File: config.mk
export PLATFORM = sky130hd
export DESIGN_NAME = multu_hilo_unit
export DESIGN_NICKNAME = d
export VERILOG_FILES = /design/src/rtl/multu_hilo_unit.sv
export SDC_FILE = /design/constraint.sdc
export NUM_CORES = 1
export LEC_CHECK = 0
export ABC_AREA = 1
export CORE_MARGIN = 10
export CORE_UTILIZATION = 64
export CTS_BUF_LIST = sky130_fd_sc_hd__clkbuf_8
export CTS_CLUSTER_SIZE = 30
export DETAILED_ROUTE_END_ITERATION = 8
export GPL_TIMING_DRIVEN = 0
export PLACE_DENSITY_LB_ADDON = 0.1
export SYNTH_ARGS = -nofsm -noshare
export SYNTH_HDL_FRONTEND = slang
export SYNTH_SLANG_ARGS = --single-unit
File: constraint.sdc
create_clock -name i_clk -period 5.51 [get_ports i_clk]
set_input_delay 0.8265 -clock i_clk [delete_from_list [all_inputs] [get_ports i_clk]]
set_output_delay 0.8265 -clock i_clk [all_outputs]
set_load 0.05 [all_outputs]
File: src/rtl/multu_hilo_unit.sv
// Iterative radix-2 unsigned multiplier with HI/LO result registers.
// Serves MULTU, MFHI and MFLO, and stalls the datapath while a product is in flight.
module multu_hilo_unit #(
   parameter int WIDTH = 32
) (
   input  logic             i_clk,
   input  logic             i_reset,
   input  logic             i_start,
   input  logic [WIDTH-1:0] i_srca,
   input  logic [WIDTH-1:0] i_srcb,
   input  logic             i_rd_req,
   input  logic             i_rd_hi,
   output logic [WIDTH-1:0] o_rdata,
   output logic [WIDTH-1:0] o_hi,
   output logic [WIDTH-1:0] o_lo,
   output logic             o_busy,
   output logic             o_done,
   output logic             o_stall
);

   localparam int CW = $clog2(WIDTH + 1);
   localparam logic [CW-1:0] COUNT_INIT = CW'(WIDTH);

   typedef enum logic {
      IDLE,
      RUN
   } state_t;

   state_t               r_state;
   state_t               w_stateNext;
   logic [2*WIDTH-1:0]   r_mcand;
   logic [2*WIDTH-1:0]   r_acc;
   logic [2*WIDTH-1:0]   w_accNext;
   logic [WIDTH-1:0]     r_mplier;
   logic [WIDTH-1:0]     r_hi;
   logic [WIDTH-1:0]     r_lo;
   logic [CW-1:0]        r_count;
   logic                 r_done;
   logic                 w_accept;
   logic                 w_finish;

   always_ff @(posedge i_clk) begin
      if (i_reset) begin
         r_state <= IDLE;
      end else begin
         r_state <= w_stateNext;
      end
   end

   // A start arriving while RUN is deliberately not accepted; the stalled datapath re-presents it.
   always_comb begin
      w_stateNext = r_state;
      w_accept    = 1'b0;
      w_finish    = 1'b0;
      case (r_state)
         IDLE: begin
            if (i_start) begin
               w_accept    = 1'b1;
               w_stateNext = RUN;
            end
         end
         RUN: begin
            if (r_count == CW'(1)) begin
               w_finish    = 1'b1;
               w_stateNext = IDLE;
            end
         end
         default: w_stateNext = IDLE;
      endcase
   end

   assign w_accNext = r_mplier[0] ? (r_acc + r_mcand) : r_acc;

   always_ff @(posedge i_clk) begin
      if (i_reset) begin
         r_mcand  <= '0;
         r_mplier <= '0;
         r_acc    <= '0;
         r_count  <= '0;
         r_hi     <= '0;
         r_lo     <= '0;
         r_done   <= 1'b0;
      end else begin
         r_done <= 1'b0;
         if (w_accept) begin
            r_mcand  <= {{WIDTH{1'b0}}, i_srca};
            r_mplier <= i_srcb;
            r_acc    <= '0;
            r_count  <= COUNT_INIT;
         end else if (r_state == RUN) begin
            r_acc    <= w_accNext;
            r_mcand  <= r_mcand << 1;
            r_mplier <= r_mplier >> 1;
            r_count  <= r_count - CW'(1);
            // The last partial product is folded in directly so HI/LO land on the same edge.
            if (w_finish) begin
               {r_hi, r_lo} <= w_accNext;
               r_done       <= 1'b1;
            end
         end
      end
   end

   assign o_hi    = r_hi;
   assign o_lo    = r_lo;
   assign o_busy  = (r_state == RUN);
   assign o_done  = r_done;
   assign o_stall = o_busy & (i_start | i_rd_req);
   assign o_rdata = i_rd_hi ? r_hi : r_lo;

endmodule

==> results.toml <==
[hold_path]
min_path_cells = 2
hp-start = "r_count[5]$_SDFFE_PP0P_"
holdPathEnd = "r_count[5]$_SDFFE_PP0P_"
hp-class = "flip-flop to flip-flop"

[global_routing]
first_global_vias = 17600
grt_antenna_before_repair = 1
grt-ovfl-total = 0
grt_first_pass_wirelength_um = 93900
grt_max_degree = 13
grt.total_usage_pct = 37.6

[clock_tree]
cts_tree = "built"
clock-root-buffer = "clkbuf_8"
ctsResizeCount = 0
postCtsHoldBufs = 0
cts_setup_buffers = 0
clockBufferDepth = 3
htreeDepth = 2
clock-sinks = 232
clkLatencyLatePin_ns = 0.60
numCtsBuffers = 40
clkTransAtPathRegs_ns = 0.06

[worst_setup_path]
cp.arrival_ns = 3.40
max_stage_delay_ns = 0.86
crit_path_top_delay_cell = "clkdlybuf4s50_1"
reg2reg_depth = 14
cp-end-kind = "primary output"
path_cells = "clkbuf_1 -> buf_1 -> nand2_1 -> o21ai_0 -> clkdlybuf4s50_1"
worstSetupStartpointType = "input pin"
path_class = "input pin to primary output"
cp_max_fo = 10
timing.rr.start = "r_mcand[0]$_SDFFE_PP0P_"
reg2reg_to = "r_acc[60]$_SDFFE_PP0P_"
worst_ep_required_time_ns = 4.68
timing.reg2reg.setup_slack_ns = 2.72

[yosys]
synth_ff_type = "dfxtp_1"
synth_cell_type_count = 41
syn_area_per_cell_um2 = 5.74
netlist.area_leader.share_pct = 29.0
syn_nets = 2927
synth_edf_count = 0
synth_cells = 2792
yosysWarnings = 0
yosysSeqAreaShare_pct = 29.0
syn_area_mm2 = 0.0160
ys_top_cells_by_area = "dfxtp_1 (29%), nand2_1 (28%), inv_1 (13%)"
synth-async-reset-ratio_pct = 0
yosysTopAreaCell = "dfxtp_1"
ys_ff_latch = 232

[cells_and_area]
nNetsFinal = 3135
design_area_mm2 = 0.0189
n_fill_cell = 1907
final_cells = 3353
drive_gt1_share_pct = 4.46
area_growth_pct = 18.1
n_antenna_cell = 0
utilization_pct = 77.4

[route]
drt-total-wl_um = 62000
num_vias = 18900
routedWlPerCell_um = 18.5
first_pass_iters = 9
via_per_inst = 5.64
ant_nets = 0
drc = 0
first_iter_violations = 2323

[floorplan]
die_h_um = 178
fp.coreArea_mm2 = 0.0245
rows = 57
die-area_mm2 = 0.0318
die_w_um = 178
io_pins = 168
start_util_pct = 65.6

[sta]
worst_pin_slew_ns = 0.976
rsz0062_at_grt = "false"
min_period_ns = 4.22
drv_slew = 0
relSlewSlack_pct = 35.0
period_share_pct = 76.6
fmax_mhz = 237
hold_viol = 0
setup_viol = 0
tns_ns = 0
fin_worst_skew_ns = 0.0370

[run]
max_cap_violations = 0

[placement]
placed_area_mm2 = 0.0181
portBuffers = 166
post-dp-hpwl_um = 47700
gp_congestion = 1.13
post-place-cells = 3282

[power_and_ir_drop]
p_total_mw = 4.18
p_per_area_mw_per_mm2 = 221
p_leak_nw = 10.4
ir_drop_v = 0.000301

[outcome]
status = "completed"
[state kept, by name, summed over array words and instances (netlist names)]
name,count
o_busy,1
o_done,1
o_hi,32
o_lo,32
r_acc,64
r_count,6
r_mcand,64
r_mplier,32
[report_power, final]
part / switching (mW) / leakage (nW) / internal [mW]
Clock: 0.784 / 0.483 / 0.893
Combinational: 0.474 / 8.02 / 0.231
Sequential: 0.0574 / 1.89 / 1.74
[cell usage after synthesis, types with 2 or more instances]
library cell,instances
mux2i_1,9
nor3_1,10
clkinv_1,2
xor2_1,21
buf_4,2
nand2_1,1191
o21bai_1,4
nand2_2,15
o22ai_1,17
dfxtp_1,232
o21ai_1,16
nor3_2,7
a21oi_1,117
o211ai_1,30
nand3b_1,5
buf_2,16
xnor2_1,8
o221ai_1,2
nor4_2,2
nor2_1,133
nor2_2,14
buf_1,17
inv_2,6
nand4_1,3
nand3_1,166
ha_1,65
dlygate4sd3_1,2
clkbuf_1,48
nand3_2,6
clkbuf_8,5
nand3b_2,3
o21ai_0,68
inv_1,542
[worst max-delay path: cells and delay by family]
kind / cells / cell delay (ns)
and+or+nand+nor: 1 / 0.17
AOI/OAI and AO/OA: 1 / 0.14
buffers and inverters: 3 / 2.25
[cell usage in the layout, fill, tap and decap left out, types with 30 or more instances in the layout]
| master | count |
|---|---|
| inv_1 | 557 |
| dfxtp_1 | 232 |
| ha_1 | 65 |
| clkbuf_1 | 48 |
| clkdlybuf4s50_1 | 166 |
| a21oi_1 | 117 |
| o21ai_0 | 68 |
| o211ai_1 | 30 |
| nand3_1 | 166 |
| nor2_1 | 133 |
| nand2_1 | 1191 |
| clkbuf_8 | 53 |
[cell families after synthesis]
kind of cell	after synthesis	synth area share, %
compound gates	258	8.83
xor+xnor	29	1.58
simple gates	1557	39.3
mux	9	0.562
buf+inv	641	15.6
flops	232	29.0
fa+ha+maj	66	5.20
[per-stage QoR]
step           worst slack, ns  hold slack (ns)
6_report                  1.29            0.483
5_1_grt                   1.32            0.490
4_1_cts                   1.50            0.475
3_5_place_dp              1.51            0.466
3_3_place_gp              1.58            0.457
2_1_floorplan             2.38            0.439
[area by class of cell]
type	count	area, µm²	area share, %
plain buffers	91	439	2.32
clock buffers	48	661	3.49
clock inverters	23	168	0.886
inverters	550	2060	10.9
multi-input cells	1919	8890	46.9
flip-flops and latches	232	4640	24.5
well taps	324	405	2.14
repair buffers	166	1660	8.78
[how the worst max path moves through the flow]
stage             from  cells past startpoint          end  slack, ns
2_1_floorplan  i_rd_hi                      3   o_rdata[0]       2.38
3_3_place_gp   i_rd_hi                      5  o_rdata[13]       1.58
3_5_place_dp   i_rd_hi                      5   o_rdata[1]       1.51
4_1_cts        i_rd_hi                      5   o_rdata[1]       1.50
5_1_grt        i_rd_hi                      5  o_rdata[26]       1.32
6_report       i_rd_hi                      5  o_rdata[15]       1.29
[routing by layer]
layer	vias up	global-route usage [%]	part of all wire, %
met5	-	0	0
met4	0	21.0	6.0
met3	290	9.66	14
met2	1280	57.8	42
met1	8509	47.3	39
li1	8848	-	-
Note: power is estimated with default switching activity, not from simulation.
==> variant: new RTL, same settings <==
Change the parameter `WIDTH` from 32 to 16.
--- a/src/rtl/multu_hilo_unit.sv
+++ b/src/rtl/multu_hilo_unit.sv
@@ -1,7 +1,7 @@
 // Iterative radix-2 unsigned multiplier with HI/LO result registers.
 // Serves MULTU, MFHI and MFLO, and stalls the datapath while a product is in flight.
 module multu_hilo_unit #(
-   parameter int WIDTH = 32
+   parameter int WIDTH = 16
 ) (
    input  logic             i_clk,
    input  logic             i_reset,
Ports: changed (5 resized); port bits go from 168 to 88. The function was not compared with the original's and may differ.
==> variant against the original RTL <==
  * Critical path depth unchanged
  * Utilization grew 1.4 points
  * Sequential power shrank 49%
  * Final area fell by 53%
  * Worst hold slack worse by 0.012 ns
  * Clock power down 44%
  * First-iteration DRC count down 59%
  * Highest routed layer unchanged
  * Area after synthesis fell by 53%
  * Power down 48%
  * Routed wire length decreased by 64%
  * Register-to-register slack better by 0.36 ns
  * Final cell count decreased by 55%
  * Sequential cell count decreased by 113
  * Critical endpoint is now o_rdata[10]
  * Worst setup slack better by 0.55 ns
==> variant: results (changes against the original RTL) <==
WHS: 0.4704 ns (-0.01216 ns)
DP HPWL: 17210 um (-64%)
Peak supply drop: 0.0002971 V (-1.2%)
Arrival time worst endpoint: 2.85 ns (-0.55 ns)
Maximum buffer depth of the clock tree: 2 (-1)
Top post-synthesis cells by count: 495 x nand2_1, 213 x inv_1, 119 x dfxtp_1
Pre-CTS setup slack: 1.880 ns (+0.3663 ns)
Power in the clock group: 937 uW (-44%)
First-pass GRT wire length: 35940 um (-62%)
Final wirelength: 22460 um (-64%)
Syn_nets: 1320 (-55%)
Syn_area_per_cell: 5.995 sq um (+4.4%)
CTS clk-pin slew, worst paths: 0.07 ns
Final WS setup: 1.834 ns (+0.5463 ns)
Reg2reg setup slack: 3.08 ns (+0.36 ns)
Hold endpoint: o_hi[13]
Complex-gate fraction of the synthesized area: 9.325% (+0.50 points)
Largest regs: r_acc: 32 flops, r_mcand: 32 flops
Max stage delay on crit path: 0.84 ns (-0.02 ns)
CTS H-tree depth: 4 (+2)
Fill cells: 924 (-52%)
Min-delay src: o_hi[13]
Num CTS Buffers: 17 (-57%)
Critical R2R Capture: r_acc[12]
Synth unique cells: 37 (-9.8%)
1st-iter DRT viols: 952 (-59%)
Leak: 0.004816 uW (-54%)
Status: finished clean
Top post-synthesis cells by area: dfxtp_1 32%, nand2_1 25%, inv_1 11%, ha_1 5.5%, nand3_1 5.0%
Psw: 622.3 uW (-53%)
Post-Synth Adder-Cell Area: 5.782% (+0.59 points)
CP Capture Point: o_rdata[10]
Fin nets: 1425 (-55%)
Number of global-route vias before repair: 7180 (-59%)
GRT Resource Usage Total: 27.35% (-10 points)
Share of layout cells above drive strength 1: 5.048% (+0.59 points)
Setup Skew: 0.01217 ns (-0.02484 ns)
GPL Wtd Cong: 1.013 (-10%)
Post-Synth XOR/XNOR Area: 1.755% (+0.17 points)
Largest net degree at the start of global routing: 17 (+4)
Clk_lat worst skew: 0.46 ns (-0.14 ns)
R2R cell count: 11 (-3)
Antenna violations before repair: 0 (-1)
Mux share of post-synthesis cell area: 0.6684% (+0.11 points)
Vias per cell: 5.287 (-6.3%)
Non-Filler Instances: 1510 (-55%)
Seq/Total Area, Yosys: 31.82% (+2.9 points)
Router iterations before antenna repair: 5 (-4)
Port Buffers: 86 (-48%)
Worst slew pin tran: 0.7267 ns (-0.2489 ns)
-- variant: cell types whose count changed in the layout (fill, tap and decap cells not counted), sizes merged, moves of 67 or more --
| cell | unedited run | this run |
|---|---|---|
| a21oi | 117 | 50 |
| inv | 566 | 218 |
| nand3 | 172 | 79 |
| nand2 | 1206 | 502 |
| dfxtp | 232 | 119 |
| clkdlybuf4s50 | 166 | 86 |
-- variant: cells by family (layout without fill, tap and decap cells) --
family	count (synthesis)	after routing
compound gates	123	123
xor+xnor	15	15
fa+ha+maj	34	34
buf+inv	258	376
flops	119	119
mux	5	5
simple gates	695	695
-- variant: layer usage --
| layer | routed length [um] | vias up | track usage, % | part of all wire [%] |
|---|---|---|---|---|
| met4 | 663 | 0 | 11.72 | 3.0 |
| met3 | 2120 | 64 | 5.997 | 9.4 |
| met2 | 9856 | 341 | 42.03 | 44 |
| met5 | 0 | - | 0 | 0 |
| met1 | 9817 | 3547 | 36.08 | 44 |
| li1 | - | 4031 | - | - |
-- variant: per-stage QoR --
stage / power [uW] / utilization [%] / cell area (sq um)
6_report: 2192 / 78.74 / 8991
5_1_grt: 2266 / 78.74 / 8991
4_1_cts: 2185 / 78.74 / 8991
3_5_place_dp: 1264 / 74.68 / 8527
3_3_place_gp: 1257 / 74.68 / 8527
2_1_floorplan: 1152 / - / 7487
-- variant: layout make-up --
| cell class | instances | area, sq um | area share (%) |
|---|---|---|---|
| sequential | 119 | 2382 | 26.50 |
| clock inverter | 13 | 202.7 | 2.254 |
| multi-input combinational | 872 | 4116 | 45.78 |
| clock buffer | 19 | 261.5 | 2.908 |
| timing repair buffer | 86 | 860.8 | 9.574 |
| tap | 143 | 178.9 | 1.990 |
| buffer | 41 | 173.9 | 1.934 |
| inverter | 217 | 814.5 | 9.059 |
